[config.mk]
export PLATFORM = sky130hd
export DESIGN_NAME = bu_rsp_tx_flat
export DESIGN_NICKNAME = d
export VERILOG_FILES = /design/src/rtl/bu_rsp_tx_if.sv /design/src/rtl/bu_rsp_tx.sv /design/src/flat_wrapper.sv
export SDC_FILE = /design/constraint.sdc
export NUM_CORES = 1
export LEC_CHECK = 0
export ABC_AREA = 1
export CAP_MARGIN = 20
export CELL_PAD_IN_SITES_DETAIL_PLACEMENT = 0
export CELL_PAD_IN_SITES_GLOBAL_PLACEMENT = 2
export CORE_ASPECT_RATIO = 1.4
export CORE_MARGIN = 3
export CORE_UTILIZATION = 33
export CTS_CLUSTER_SIZE = 40
export DETAILED_ROUTE_END_ITERATION = 16
export GPL_ROUTABILITY_DRIVEN = 0
export HOLD_SLACK_MARGIN = 0.05
export PLACE_DENSITY = 0.94
export SYNTH_ARGS = -nofsm -noshare
export SYNTH_HDL_FRONTEND = slang
export SYNTH_SLANG_ARGS = --single-unit
[constraint.sdc]
create_clock -name clk -period 2.7 [get_ports clk]
set_input_delay 0.81 -clock clk [delete_from_list [all_inputs] [get_ports clk]]
set_output_delay 0.81 -clock clk [all_outputs]
set_load 0.02 [all_outputs]
[src/rtl/bu_rsp_tx_if.sv]
// Channel bundles for the buffer-unit retire transmitter: retire register -> bu_rsp_tx,
// and bu_rsp_tx -> NOU response port.
`ifndef NOU_SID_WIDTH
`define NOU_SID_WIDTH 4
`endif
`ifndef NOU_RSP_TYPE_ID_WIDTH
`define NOU_RSP_TYPE_ID_WIDTH 2
`endif
`ifndef NOU_BUF_ID_WIDTH
`define NOU_BUF_ID_WIDTH 4
`endif
`ifndef NOU_ERR_CODE_WIDTH
`define NOU_ERR_CODE_WIDTH 4
`endif
`ifndef NOU_BUF_RM_WIDTH
`define NOU_BUF_RM_WIDTH 2
`endif

interface bu_retire_if;
    logic                                retire_vld;
    logic [`NOU_SID_WIDTH-1:0]           sid;
    logic [`NOU_RSP_TYPE_ID_WIDTH-1:0]   rtype;
    logic [`NOU_BUF_ID_WIDTH-1:0]        buf_id;
    logic                                status;
    logic [`NOU_ERR_CODE_WIDTH-1:0]      err_code;
    logic [`NOU_BUF_RM_WIDTH-1:0]        rm;
    logic                                retire_keep;

    modport master (
        output retire_vld, sid, rtype, buf_id, status, err_code, rm,
        input  retire_keep
    );
    modport slave (
        input  retire_vld, sid, rtype, buf_id, status, err_code, rm,
        output retire_keep
    );
endinterface

interface bu_rsp_if;
    logic                                rsp_vld;
    logic                                rsp_rdy;
    logic [`NOU_SID_WIDTH-1:0]           rsp_sid;
    logic [`NOU_RSP_TYPE_ID_WIDTH-1:0]   rsp_rtype;
    logic [`NOU_BUF_ID_WIDTH-1:0]        rsp_buf_id;
    logic                                rsp_status;
    logic [`NOU_ERR_CODE_WIDTH-1:0]      rsp_err_code;

    modport master (
        output rsp_vld, rsp_sid, rsp_rtype, rsp_buf_id, rsp_status, rsp_err_code,
        input  rsp_rdy
    );
    modport slave (
        input  rsp_vld, rsp_sid, rsp_rtype, rsp_buf_id, rsp_status, rsp_err_code,
        output rsp_rdy
    );
endinterface

[src/rtl/bu_rsp_tx.sv]
// Retire-to-response transmitter: small FIFO between the retire register and the NOU
// response channel, plus buffer-release pulses and a saturating error-response counter.
`ifndef NOU_SID_WIDTH
`define NOU_SID_WIDTH 4
`endif
`ifndef NOU_RSP_TYPE_ID_WIDTH
`define NOU_RSP_TYPE_ID_WIDTH 2
`endif
`ifndef NOU_BUF_ID_WIDTH
`define NOU_BUF_ID_WIDTH 4
`endif
`ifndef NOU_ERR_CODE_WIDTH
`define NOU_ERR_CODE_WIDTH 4
`endif
`ifndef NOU_BUF_RM_WIDTH
`define NOU_BUF_RM_WIDTH 2
`endif

module bu_rsp_tx #(
    parameter int DEPTH = 2,
    parameter int CNT_W = 16
) (
    input  logic                          clk,
    input  logic                          rstn,
    bu_retire_if.slave                    retire,
    bu_rsp_if.master                      rsp,
    output logic                          buf_rel_vld,
    output logic [`NOU_BUF_ID_WIDTH-1:0]  buf_rel_id,
    input  logic                          err_cnt_clr,
    output logic [CNT_W-1:0]              err_cnt,
    output logic                          idle
);

    localparam int              PTR_W     = (DEPTH > 1) ? $clog2(DEPTH) : 1;
    localparam logic [PTR_W:0]  C_FULL    = (PTR_W+1)'(DEPTH);
    localparam logic [CNT_W-1:0] C_CNT_MAX = '1;

    typedef struct packed {
        logic [`NOU_SID_WIDTH-1:0]         sid;
        logic [`NOU_RSP_TYPE_ID_WIDTH-1:0] rtype;
        logic [`NOU_BUF_ID_WIDTH-1:0]      buf_id;
        logic                              status;
        logic [`NOU_ERR_CODE_WIDTH-1:0]    err_code;
        logic [`NOU_BUF_RM_WIDTH-1:0]      rm;
    } entry_t;

    entry_t                          r_mem [DEPTH];
    logic [PTR_W-1:0]                r_wr_ptr;
    logic [PTR_W-1:0]                r_rd_ptr;
    logic [PTR_W:0]                  r_count;
    logic                            r_buf_rel_vld;
    logic [`NOU_BUF_ID_WIDTH-1:0]    r_buf_rel_id;
    logic [CNT_W-1:0]                r_err_cnt;

    entry_t                          w_wr_entry;
    entry_t                          w_rd_entry;
    logic                            w_full;
    logic                            w_empty;
    logic                            w_push;
    logic                            w_pop;
    logic                            w_rel_hit;
    logic                            w_err_hit;

    // Full is taken from the registered count only, so rsp_rdy never reaches retire_keep.
    assign w_full  = (r_count == C_FULL);
    assign w_empty = (r_count == '0);
    assign w_push  = retire.retire_vld && !w_full;
    assign w_pop   = !w_empty && rsp.rsp_rdy;

    assign w_wr_entry.sid      = retire.sid;
    assign w_wr_entry.rtype    = retire.rtype;
    assign w_wr_entry.buf_id   = retire.buf_id;
    assign w_wr_entry.status   = retire.status;
    assign w_wr_entry.err_code = retire.err_code;
    assign w_wr_entry.rm       = retire.rm;

    assign w_rd_entry = r_mem[r_rd_ptr];
    assign w_rel_hit  = w_pop && (w_rd_entry.rm == '0);
    assign w_err_hit  = w_pop && !w_rd_entry.status;

    // Payload storage carries no reset; only the pointers and count define validity.
    always_ff @(posedge clk) begin
        if (w_push) begin
            r_mem[r_wr_ptr] <= w_wr_entry;
        end
    end

    always_ff @(posedge clk or negedge rstn) begin
        if (!rstn) begin
            r_wr_ptr <= '0;
            r_rd_ptr <= '0;
            r_count  <= '0;
        end else begin
            if (w_push) begin
                r_wr_ptr <= r_wr_ptr + 1'b1;
            end
            if (w_pop) begin
                r_rd_ptr <= r_rd_ptr + 1'b1;
            end
            case ({w_push, w_pop})
                2'b10:   r_count <= r_count + 1'b1;
                2'b01:   r_count <= r_count - 1'b1;
                default: r_count <= r_count;
            endcase
        end
    end

    always_ff @(posedge clk or negedge rstn) begin
        if (!rstn) begin
            r_buf_rel_vld <= 1'b0;
            r_buf_rel_id  <= '0;
        end else begin
            r_buf_rel_vld <= w_rel_hit;
            if (w_rel_hit) begin
                r_buf_rel_id <= w_rd_entry.buf_id;
            end
        end
    end

    // Clear wins over a same-cycle error pop; that pop is deliberately not counted.
    always_ff @(posedge clk or negedge rstn) begin
        if (!rstn) begin
            r_err_cnt <= '0;
        end else if (err_cnt_clr) begin
            r_err_cnt <= '0;
        end else if (w_err_hit && (r_err_cnt != C_CNT_MAX)) begin
            r_err_cnt <= r_err_cnt + 1'b1;
        end
    end

    assign retire.retire_keep = w_full;

    assign rsp.rsp_vld      = !w_empty;
    assign rsp.rsp_sid      = w_rd_entry.sid;
    assign rsp.rsp_rtype    = w_rd_entry.rtype;
    assign rsp.rsp_buf_id   = w_rd_entry.buf_id;
    assign rsp.rsp_status   = w_rd_entry.status;
    assign rsp.rsp_err_code = w_rd_entry.err_code;

    assign buf_rel_vld = r_buf_rel_vld;
    assign buf_rel_id  = r_buf_rel_id;
    assign err_cnt     = r_err_cnt;
    assign idle        = w_empty && !r_buf_rel_vld;

endmodule

[src/flat_wrapper.sv]
// flat-port wrapper written by rule: the top's interface ports become plain ports
module bu_rsp_tx_flat 
#(
    parameter int DEPTH = 2,
    parameter int CNT_W = 16
)
  (clk, rstn, buf_rel_vld, buf_rel_id, err_cnt_clr, err_cnt, idle, retire_retire_vld, retire_sid, retire_rtype, retire_buf_id, retire_status, retire_err_code, retire_rm, retire_retire_keep, rsp_rsp_vld, rsp_rsp_sid, rsp_rsp_rtype, rsp_rsp_buf_id, rsp_rsp_status, rsp_rsp_err_code, rsp_rsp_rdy);
  bu_retire_if retire_i ();
  bu_rsp_if rsp_i ();
  input  logic clk;
  input  logic rstn;
  output logic buf_rel_vld;
  output logic [`NOU_BUF_ID_WIDTH-1:0] buf_rel_id;
  input  logic err_cnt_clr;
  output logic [CNT_W-1:0] err_cnt;
  output logic idle;
  input wire logic [$bits(retire_i.retire_vld)-1:0] retire_retire_vld;
  input wire logic [$bits(retire_i.sid)-1:0] retire_sid;
  input wire logic [$bits(retire_i.rtype)-1:0] retire_rtype;
  input wire logic [$bits(retire_i.buf_id)-1:0] retire_buf_id;
  input wire logic [$bits(retire_i.status)-1:0] retire_status;
  input wire logic [$bits(retire_i.err_code)-1:0] retire_err_code;
  input wire logic [$bits(retire_i.rm)-1:0] retire_rm;
  output wire logic [$bits(retire_i.retire_keep)-1:0] retire_retire_keep;
  output wire logic [$bits(rsp_i.rsp_vld)-1:0] rsp_rsp_vld;
  output wire logic [$bits(rsp_i.rsp_sid)-1:0] rsp_rsp_sid;
  output wire logic [$bits(rsp_i.rsp_rtype)-1:0] rsp_rsp_rtype;
  output wire logic [$bits(rsp_i.rsp_buf_id)-1:0] rsp_rsp_buf_id;
  output wire logic [$bits(rsp_i.rsp_status)-1:0] rsp_rsp_status;
  output wire logic [$bits(rsp_i.rsp_err_code)-1:0] rsp_rsp_err_code;
  input wire logic [$bits(rsp_i.rsp_rdy)-1:0] rsp_rsp_rdy;
  assign retire_i.retire_vld = retire_retire_vld;
  assign retire_i.sid = retire_sid;
  assign retire_i.rtype = retire_rtype;
  assign retire_i.buf_id = retire_buf_id;
  assign retire_i.status = retire_status;
  assign retire_i.err_code = retire_err_code;
  assign retire_i.rm = retire_rm;
  assign retire_retire_keep = retire_i.retire_keep;
  assign rsp_rsp_vld = rsp_i.rsp_vld;
  assign rsp_rsp_sid = rsp_i.rsp_sid;
  assign rsp_rsp_rtype = rsp_i.rsp_rtype;
  assign rsp_rsp_buf_id = rsp_i.rsp_buf_id;
  assign rsp_rsp_status = rsp_i.rsp_status;
  assign rsp_rsp_err_code = rsp_i.rsp_err_code;
  assign rsp_i.rsp_rdy = rsp_rsp_rdy;
  bu_rsp_tx #(.DEPTH(DEPTH), .CNT_W(CNT_W)) u_core (.clk(clk), .rstn(rstn), .retire(retire_i), .rsp(rsp_i), .buf_rel_vld(buf_rel_vld), .buf_rel_id(buf_rel_id), .err_cnt_clr(err_cnt_clr), .err_cnt(err_cnt), .idle(idle));
endmodule
## After elaboration in Yosys (flattened, before gate mapping)

Memory sizes are Yosys's and may differ from the RTL's.
Index checks and enable logic that the tools add are counted.

- Register bits: 25
- Memory bits (writable): 34
- Input bits: 22
- Output and inout bits: 39
- Word-level logic and storage cells: 35
- Memories: 1

- Add/subtract/negate cells: 5
- Eq/ne operators: 4
- Mux-type cells: 5
- Reductions and logical operators: 14

Memories:

| memory | depth | bits a word | rd ports | clocked after Yosys merged registers in | write ports | RTL line | RTL |
|---|---|---|---|---|---|---|---|
| u_core.r_mem | 2 | 17 | 1 | 0 | 1 | bu_rsp_tx.sv:47 | `entry_t r_mem [DEPTH];` |

Operators with widths:

| operator | number |
|---|---|
| 2-to-1 mux 16 bit | 2 |
| adder 16 x 1 -> 16 bit (second input constant) | 1 |
| inequality test 16 bit (second input constant) | 1 |
| logical AND 1 bit | 6 |
| equality test 2 bit (second input constant) | 2 |
| zero test 1 bit | 4 |
| zero test 2 bit | 2 |
| case mux 2 bit (2 select lines) | 1 |
| nonzero test 2 bit | 2 |
| adder 1 bit (second input constant) | 2 |
| adder 2 x 1 -> 2 bit (second input constant) | 1 |
| equality test 2 x 1 -> 1 bit (second input constant) | 1 |
| 2-to-1 mux 1 bit | 2 |
| subtractor 2 x 1 -> 2 bit (second input constant) | 1 |

## Depth between registers and ports, before layout

Gate-level depths: netlist of the first run.

- Depth in word-level cells: 7
- Gate-level depth with buffers: 11
- Depth with buffers taken out: 10

## Worst setup path before layout of the first run

OpenSTA, ideal clock, no wires.

- Kind: input-to-reg
- Start: input port retire_retire_vld
- End: memory u_core.r_mem[0][0] (netlist bit) (enable)
- Setup time: 0.391 ns
- Arrival time: 1.748 ns
- Required time: 2.309 ns
- Slack: 0.561 ns
- Stages on the path: 2
- Path buffers: 0
- Path through: o21ai_0 nor2_1

- Cells in the longest elaborated chain, start to end: 3

Ends and longest elaborated chain:

| element | RTL line | RTL |
|---|---|---|
| start, declared | flat_wrapper.sv:17 | `input wire logic [$bits(retire_i.retire_vld)-1:0] retire_retire_vld;` |
| logical AND 1 bit | bu_rsp_tx.sv:67 | `assign w_push = retire.retire_vld && !w_full;` |
| 2-to-1 mux 1 bit | bu_rsp_tx.sv:83 | `if (w_push) begin` |
| 2-to-1 mux 1 bit (implied by the code) | bu_rsp_tx.sv:84 | `r_mem[r_wr_ptr] <= w_wr_entry;` |
| end, declared | bu_rsp_tx.sv:47 |  |

Every way passes these cells.

## Worst setup path after layout of the first run

- Start: register u_core.r_rd_ptr
- End: output port rsp_rsp_buf_id[1]

- Cells in the longest elaborated chain, start to end: 1

Ends and longest elaborated chain:

| element | RTL line | RTL |
|---|---|---|
| start, declared | bu_rsp_tx.sv:49 | `logic [PTR_W-1:0] r_rd_ptr;` |
| start signal, assigned | bu_rsp_tx.sv:98 | `r_rd_ptr <= r_rd_ptr + 1'b1;` |
| memory (2 x 17 bit) | - |  |
| end, declared | flat_wrapper.sv:28 | `output wire logic [$bits(rsp_i.rsp_buf_id)-1:0] rsp_rsp_buf_id;` |

Every way passes these cells.

==> run_summary.xml, run 1 <==
<?xml version="1.0" encoding="UTF-8"?>
<metrics>
  <group name="final_layout">
    <metric name="final_core_utilization" unit="%">47.12</metric>
    <metric name="num_antenna_cells" unit="">0</metric>
    <metric name="final-instance-count-excl-fill" unit="">472</metric>
    <metric name="synthToLayoutAreaGrowth" unit="%">37.87</metric>
    <metric name="layout-drive-gt1-share" unit="%">12.97</metric>
    <metric name="num-nets-final" unit="">389</metric>
    <metric name="postLayoutCellArea" unit="um2">3862</metric>
  </group>
  <group name="global_routing">
    <metric name="grt_ovf" unit="">0</metric>
    <metric name="first_pass_grt_wire_length" unit="um">10540</metric>
    <metric name="largest_net_degree_at_the_start_of_global_routing" unit="">26</metric>
    <metric name="grt_util_all_layers" unit="%">14.37</metric>
    <metric name="grt_antenna_before_repair" unit="">0</metric>
    <metric name="grt_pass1_vias" unit="">2144</metric>
  </group>
  <group name="placement">
    <metric name="buffer_ports.inserted" unit="">60</metric>
    <metric name="dpl-instance-area" unit="um2">3528</metric>
    <metric name="dp_hpwl" unit="um">4663</metric>
    <metric name="dp_slack" unit="ns">0.3721</metric>
    <metric name="number_of_cells_after_detailed_placement" unit="">456</metric>
  </group>
  <group name="synth">
    <metric name="post_synth.cell_area_avg" unit="um2">9.529</metric>
    <metric name="synth_cell_types" unit="">23</metric>
    <metric name="netlist.area_leader.share" unit="%">36.44</metric>
    <metric name="ys_seq_elements" unit="">59</metric>
    <metric name="synth_sequential_area_ratio" unit="%">58.78</metric>
    <metric name="post_synth_main_area_contributors" unit="">sky130_fd_sc_hd__edfxtp_1 36%, sky130_fd_sc_hd__dfrtp_1 22%, sky130_fd_sc_hd__nand2_1 14%, sky130_fd_sc_hd__nand3_1 3.4%, sky130_fd_sc_hd__inv_1 3.2%</metric>
    <metric name="synth.most_common_cell" unit="">sky130_fd_sc_hd__nand2_1</metric>
    <metric name="synth_top_cell_by_area" unit="">sky130_fd_sc_hd__edfxtp_1</metric>
    <metric name="syn_area" unit="um2">2801</metric>
    <metric name="syn-instance-count" unit="">294</metric>
    <metric name="synth_common_cells" unit="">106 x sky130_fd_sc_hd__nand2_1, 34 x sky130_fd_sc_hd__edfxtp_1, 25 x sky130_fd_sc_hd__dfrtp_1</metric>
    <metric name="number_of_synthesized_flops_with_an_enable_pin" unit="">34</metric>
    <metric name="dominantRegCellSynth" unit="">sky130_fd_sc_hd__edfxtp_1</metric>
    <metric name="syn-num-nets" unit="">318</metric>
    <metric name="yosys_warnings" unit="">0</metric>
    <metric name="synth_async_sr_flop_share" unit="%">42.37</metric>
  </group>
  <group name="critical_path">
    <metric name="start_kind" unit="">flop</metric>
    <metric name="r2r-start" unit="">u_core.err_cnt[1]$_DFFE_PN0P_</metric>
    <metric name="r2r_cells" unit="">9</metric>
    <metric name="crit_start" unit="">u_core.r_rd_ptr$_DFFE_PN0P_</metric>
    <metric name="worstSetupEndpoint" unit="">rsp_rsp_buf_id[1]</metric>
    <metric name="end_kind" unit="">output pin</metric>
    <metric name="crit_required" unit="ns">1.89</metric>
    <metric name="timing.reg2reg.setup_slack" unit="ns">0.94</metric>
    <metric name="crit_type" unit="">reg -&gt; out</metric>
    <metric name="crit_arrival" unit="ns">1.76</metric>
    <metric name="regToRegEndpoint" unit="">u_core.err_cnt[10]$_DFFE_PN0P_</metric>
    <metric name="critical_path.max_fanout" unit="">18</metric>
  </group>
  <group name="die">
    <metric name="die_x" unit="um">83.87</metric>
    <metric name="placement_rows" unit="">39</metric>
    <metric name="starting_density" unit="%">34.17</metric>
    <metric name="design.die.area" unit="um2">9646</metric>
    <metric name="io_pins" unit="">61</metric>
    <metric name="fp.dieH" unit="um">115.0</metric>
    <metric name="total_core_area" unit="um2">8198</metric>
  </group>
  <group name="timing">
    <metric name="worstMarginPinSlew" unit="ns">0.4571</metric>
    <metric name="final.hold.worst_slack" unit="ns">0.5160</metric>
    <metric name="max-slew-margin-rel" unit="%">69.21</metric>
    <metric name="finalClockSkew" unit="ns">0.003828</metric>
    <metric name="hold_viol_final" unit="">0</metric>
    <metric name="setup-violations-final" unit="">0</metric>
    <metric name="min_period_over_period" unit="%">95.20</metric>
    <metric name="finalCriticalPeriod" unit="ns">2.570</metric>
    <metric name="final-max-slew-violation-count" unit="">0</metric>
    <metric name="tns" unit="ns">0</metric>
    <metric name="setup_ws" unit="ns">0.1296</metric>
    <metric name="setup_repair_after_global_routing_missed_its_margin" unit="">false</metric>
    <metric name="achievable-frequency" unit="GHz">0.3890</metric>
  </group>
  <group name="job">
    <metric name="cap_viol_max_count" unit="">0</metric>
  </group>
  <group name="pwr">
    <metric name="max-vdd-ir-drop" unit="uV">540.7</metric>
    <metric name="p_total" unit="mW">3.753</metric>
    <metric name="power.density" unit="nW/um2">971.7</metric>
    <metric name="p_leak" unit="nW">1.707</metric>
  </group>
  <group name="detailed_routing">
    <metric name="postRouteWirelength" unit="um">6341</metric>
    <metric name="detail_route.wl_per_cell" unit="um">13.43</metric>
    <metric name="first_iter_violations" unit="">72</metric>
    <metric name="route.antenna.remaining_nets" unit="">0</metric>
    <metric name="drt-pass1-iter-count" unit="">4</metric>
    <metric name="post-route-drc-count" unit="">0</metric>
    <metric name="viasPerCell" unit="">4.553</metric>
    <metric name="vias" unit="">2149</metric>
  </group>
  <group name="cts">
    <metric name="cts_hold_repair.buffers" unit="">0</metric>
    <metric name="clock_tree.root_cell" unit="">sky130_fd_sc_hd__clkbuf_16</metric>
    <metric name="cts_num_sinks" unit="">59</metric>
    <metric name="cts.path.max_buffers" unit="">2</metric>
    <metric name="cts_tree" unit="">yes</metric>
    <metric name="worst_setup_hold_path_clk_slew" unit="ns">0.05</metric>
    <metric name="cts_made_buffers" unit="">9</metric>
    <metric name="clk_latency" unit="ns">0.32</metric>
    <metric name="cts_max_level" unit="">3</metric>
  </group>
  <group name="status">
    <metric name="status" unit="">finished clean</metric>
  </group>
  <group name="min_path">
    <metric name="timing.hold.worst.class" unit="">reg -&gt; reg</metric>
  </group>
</metrics>
## worst min path at each step
stage,from,endpoint,slack [ns],cells past startpoint
global route,u_core.buf_rel_id[3]$_DFFE_PN0P_,u_core.buf_rel_id[3]$_DFFE_PN0P_,0.55,2
CTS,u_core.buf_rel_id[2]$_DFFE_PN0P_,u_core.buf_rel_id[2]$_DFFE_PN0P_,0.52,2
finish,u_core.buf_rel_id[2]$_DFFE_PN0P_,u_core.buf_rel_id[2]$_DFFE_PN0P_,0.52,2
floorplan,rstn,u_core.buf_rel_id[0]$_DFFE_PN0P_,0.51,0
detailed placement,u_core.buf_rel_id[2]$_DFFE_PN0P_,u_core.buf_rel_id[2]$_DFFE_PN0P_,0.51,2
global placement,u_core.buf_rel_id[1]$_DFFE_PN0P_,u_core.buf_rel_id[1]$_DFFE_PN0P_,0.50,2
## cells in the final DEF (no fill, tap or decap), drive strengths merged, types with 5 or more instances in the layout
master         count
xor2               7
o21ai              6
edfxtp            34
nand3             19
buf                5
clkbuf            10
dfrtp             25
nand2            125
nand4             10
clkdlybuf4s50     60
nor2              29
inv               27
## per-layer routing
layer | up-vias | track usage [%] | wire [um]
met4 | 0 | 7.511 | 174
met5 | - | 0 | 0
li1 | 1096 | - | -
met1 | 976 | 15.90 | 2544
met3 | 15 | 3.871 | 301
met2 | 62 | 25.28 | 3320
## timing repair
action                     4_1_cts  5_1_grt
resized for setup                0        1
setup endpoints to repair        0        2
buffers inserted                 0        0
## flip-flops by register name, indices dropped and copies added (netlist names)
| name | cells |
|---|---|
| u_core.r_mem | 34 |
| u_core.buf_rel_vld | 1 |
| u_core.r_wr_ptr | 1 |
| u_core.r_rd_ptr | 1 |
| u_core.buf_rel_id | 4 |
| u_core.err_cnt | 16 |
| u_core.r_count | 2 |
## kinds of logic (layout without fill, tap and decap cells)
group	count (synthesis)	in the layout	synth area share (%)
AOI/OAI and AO/OA	9	9	1.786
adders and majority gates	2	2	0.8931
xor gates and xnor gates	8	8	2.501
and+or+nand+nor	184	184	30.95
DFF	59	59	58.78
buffers and inverters	32	108	5.092
## critical path, cell delays in order, from the launching register on
cell	delay, ns
sky130_fd_sc_hd__dfrtp_2	0.45
sky130_fd_sc_hd__inv_4	0.20
sky130_fd_sc_hd__nand2_1	0.08
sky130_fd_sc_hd__nand2_1	0.10
sky130_fd_sc_hd__clkdlybuf4s50_1	0.62
## where the power goes
part           total [mW]  internal [mW]  switching (mW)
logic                1.25          0.506           0.741
registers            1.25           1.17          0.0849
clock network        1.25          0.893           0.362
total                3.75           2.57            1.19
## area by class of cell
cell class / instances / area (um2)
flip-flops and latches: 59 / 1648
fillers: 784 / 4335
inverters: 27 / 103.9
well taps: 102 / 127.6
repair buffers: 65 / 638.1
multi-input cells: 203 / 1012
clock buffers: 10 / 229.0
clock inverters: 6 / 103.9
Note: power is estimated with default switching activity, not from simulation.
==> inputs of run 2 (changes only) <==
Settings changed: CORE_UTILIZATION 33 to 30, PLACE_DENSITY 0.94 to 0.88.
==> run 2 against run 1 <==
Against the previous run: first-iteration DRC count shrank 9.7%; worst hold slack worse by 0.0034 ns; maximum frequency about the same; largest cell class unchanged.
==> run_summary.xml, run 2 (synthesis results as in run 1) <==
<?xml version="1.0" encoding="UTF-8"?>
<metrics>
  <group name="final_layout">
    <metric name="layout-drive-gt1-share" unit="%">13.24</metric>
    <metric name="final-instance-count-excl-fill" unit="">477</metric>
    <metric name="final_core_utilization" unit="%">42.00</metric>
    <metric name="largest_register_ff_count" unit="">34</metric>
    <metric name="regMostFlops" unit="">u_core.r_mem</metric>
    <metric name="layout.cells.most_common" unit="">sky130_fd_sc_hd__nand2_1</metric>
    <metric name="postLayoutCellArea" unit="um2">3814</metric>
    <metric name="synthToLayoutAreaGrowth" unit="%">36.13</metric>
    <metric name="final_cell_mix" unit="">106 x sky130_fd_sc_hd__nand2_1, 59 x sky130_fd_sc_hd__clkdlybuf4s50_1, 34 x sky130_fd_sc_hd__edfxtp_1</metric>
    <metric name="num_antenna_cells" unit="">0</metric>
    <metric name="num-nets-final" unit="">389</metric>
  </group>
  <group name="cts">
    <metric name="worst_setup_hold_path_clk_slew" unit="ns">0.05</metric>
    <metric name="cts.path.max_buffers" unit="">2</metric>
    <metric name="clk_latency" unit="ns">0.32</metric>
    <metric name="cts_max_level" unit="">3</metric>
    <metric name="cts_tree" unit="">yes</metric>
    <metric name="cts_num_sinks" unit="">59</metric>
    <metric name="post-cts-setup-buffers" unit="">0</metric>
    <metric name="clock_tree.root_cell" unit="">sky130_fd_sc_hd__clkbuf_16</metric>
    <metric name="cts_made_buffers" unit="">9</metric>
  </group>
  <group name="critical_path">
    <metric name="crit_arrival" unit="ns">1.76</metric>
    <metric name="start_kind" unit="">flop</metric>
    <metric name="crit_required" unit="ns">1.89</metric>
    <metric name="end_kind" unit="">output pin</metric>
    <metric name="crit_type" unit="">reg -&gt; out</metric>
    <metric name="regToRegEndpoint" unit="">u_core.err_cnt[10]$_DFFE_PN0P_</metric>
    <metric name="r2r_cells" unit="">9</metric>
    <metric name="r2r-start" unit="">u_core.err_cnt[1]$_DFFE_PN0P_</metric>
    <metric name="timing.reg2reg.setup_slack" unit="ns">0.88</metric>
    <metric name="critical_path.max_fanout" unit="">9</metric>
  </group>
  <group name="min_path">
    <metric name="worst_hold_path_endpoint" unit="">u_core.buf_rel_id[2]$_DFFE_PN0P_</metric>
    <metric name="timing.hold.worst.class" unit="">reg -&gt; reg</metric>
    <metric name="holdCritStartpoint" unit="">u_core.buf_rel_id[2]$_DFFE_PN0P_</metric>
    <metric name="worstHoldPathCells" unit="">2</metric>
  </group>
  <group name="timing">
    <metric name="setup-violations-final" unit="">0</metric>
    <metric name="hold_viol_final" unit="">0</metric>
    <metric name="worstMarginPinSlew" unit="ns">0.4772</metric>
    <metric name="final.hold.worst_slack" unit="ns">0.5126</metric>
    <metric name="finalClockSkew" unit="ns">0.01029</metric>
    <metric name="finalCriticalPeriod" unit="ns">2.570</metric>
    <metric name="tns" unit="ns">0</metric>
    <metric name="min_period_over_period" unit="%">95.17</metric>
    <metric name="setup_repair_after_global_routing_missed_its_margin" unit="">false</metric>
    <metric name="setup_ws" unit="ns">0.1304</metric>
    <metric name="final-max-slew-violation-count" unit="">0</metric>
    <metric name="max-slew-margin-rel" unit="%">67.85</metric>
    <metric name="achievable-frequency" unit="GHz">0.3892</metric>
  </group>
  <group name="global_routing">
    <metric name="grt_pass1_vias" unit="">2341</metric>
    <metric name="largest_net_degree_at_the_start_of_global_routing" unit="">26</metric>
    <metric name="first_pass_grt_wire_length" unit="um">10960</metric>
    <metric name="grt_antenna_before_repair" unit="">0</metric>
    <metric name="grt_util_all_layers" unit="%">13.39</metric>
    <metric name="grt_ovf" unit="">0</metric>
  </group>
  <group name="status">
    <metric name="status" unit="">finished clean</metric>
  </group>
  <group name="detailed_routing">
    <metric name="viasPerCell" unit="">4.438</metric>
    <metric name="first_iter_violations" unit="">65</metric>
    <metric name="post-route-drc-count" unit="">0</metric>
    <metric name="vias" unit="">2117</metric>
    <metric name="postRouteWirelength" unit="um">6329</metric>
    <metric name="detail_route.wl_per_cell" unit="um">13.27</metric>
    <metric name="route.antenna.remaining_nets" unit="">0</metric>
    <metric name="drt-pass1-iter-count" unit="">4</metric>
  </group>
  <group name="die">
    <metric name="die_x" unit="um">87.67</metric>
    <metric name="starting_density" unit="%">30.85</metric>
    <metric name="total_core_area" unit="um2">9080</metric>
    <metric name="placement_rows" unit="">41</metric>
    <metric name="io_pins" unit="">61</metric>
    <metric name="design.die.area" unit="um2">10550</metric>
    <metric name="fp.dieH" unit="um">120.3</metric>
  </group>
  <group name="pwr">
    <metric name="p_leak" unit="nW">1.685</metric>
    <metric name="max-vdd-ir-drop" unit="uV">402.1</metric>
    <metric name="power.density" unit="nW/um2">920.8</metric>
    <metric name="p_total" unit="mW">3.512</metric>
  </group>
  <group name="placement">
    <metric name="dp_hpwl" unit="um">4671</metric>
    <metric name="buffer_ports.inserted" unit="">60</metric>
    <metric name="number_of_cells_after_detailed_placement" unit="">461</metric>
    <metric name="dpl-instance-area" unit="um2">3535</metric>
    <metric name="dp_slack" unit="ns">0.3147</metric>
  </group>
  <group name="job">
    <metric name="cap_viol_max_count" unit="">0</metric>
  </group>
</metrics>
==> run 2: cell count changes in the layout (fill, tap and decap cells not counted) <==
cell                              change
sky130_fd_sc_hd__bufinv_16            -3
sky130_fd_sc_hd__clkbuf_8             +1
sky130_fd_sc_hd__clkdlybuf4s50_1      -1
sky130_fd_sc_hd__clkinv_1             -1
sky130_fd_sc_hd__clkinv_2             +1
sky130_fd_sc_hd__clkinvlp_4           +2
sky130_fd_sc_hd__dlymetal6s2s_1       +1
sky130_fd_sc_hd__inv_4                -1
sky130_fd_sc_hd__inv_6                +1
==> run 2: metal layers <==
layer  global-route usage, %  wire, um  up-vias  share of wire (%)
met5                       0         0        -                  0
met4                   4.798       105        0                1.7
met3                   3.136       256       10                4.0
met2                   24.43      3431       50                 54
met1                   14.76      2536      968                 40
li1                        -         -     1089                  -
==> run 2: worst max-delay path by stage <==
stage | startpoint | to | slack, ns
CTS | u_core.r_rd_ptr$_DFFE_PN0P_ | rsp_rsp_buf_id[0] | 0.08
global route | u_core.r_rd_ptr$_DFFE_PN0P_ | rsp_rsp_buf_id[2] | 0.02
global placement | u_core.r_rd_ptr$_DFFE_PN0P_ | rsp_rsp_buf_id[0] | 0.33
detailed placement | u_core.r_rd_ptr$_DFFE_PN0P_ | rsp_rsp_buf_id[0] | 0.31
floorplan | retire_retire_vld | u_core.r_mem[0][0]$_DFFE_PP_ | 0.56
finish | u_core.r_rd_ptr$_DFFE_PN0P_ | rsp_rsp_buf_id[0] | 0.13
==> run 2: what timing repair did <==
action	4_1_cts	5_1_grt
hold buffers	0	0
endpoints found under the setup margin	3	1
resized for setup	2	1
==> run 2: area by class of cell <==
type                            instances  area [um2]
Clock buffer                           11       242.7
Clock inverter                          5       30.03
Fill cell                             936        5266
Inverter                               27       106.4
Multi-Input combinational cell        203        1012
Sequential cell                        59        1648
Tap cell                              107       133.9
Timing Repair Buffer                   65       640.6
==> run 2: worst max-delay path: stages (launching register included) <==
cell and delay [ns]:
sky130_fd_sc_hd__dfrtp_2 0.48, sky130_fd_sc_hd__buf_4 0.20, sky130_fd_sc_hd__nand2_1 0.05, sky130_fd_sc_hd__nand2_1 0.10
sky130_fd_sc_hd__clkdlybuf4s50_1 0.61
==> run 2: power breakdown <==
| part | leakage [nW] | internal (mW) | total, mW | switching [mW] |
|---|---|---|---|---|
| Combinational | 0.905 | 0.506 | 1.23 | 0.723 |
| Clock | 0.131 | 0.639 | 1.02 | 0.381 |
| Sequential | 0.648 | 1.17 | 1.26 | 0.0962 |
| Total | 1.68 | 2.31 | 3.51 | 1.20 |
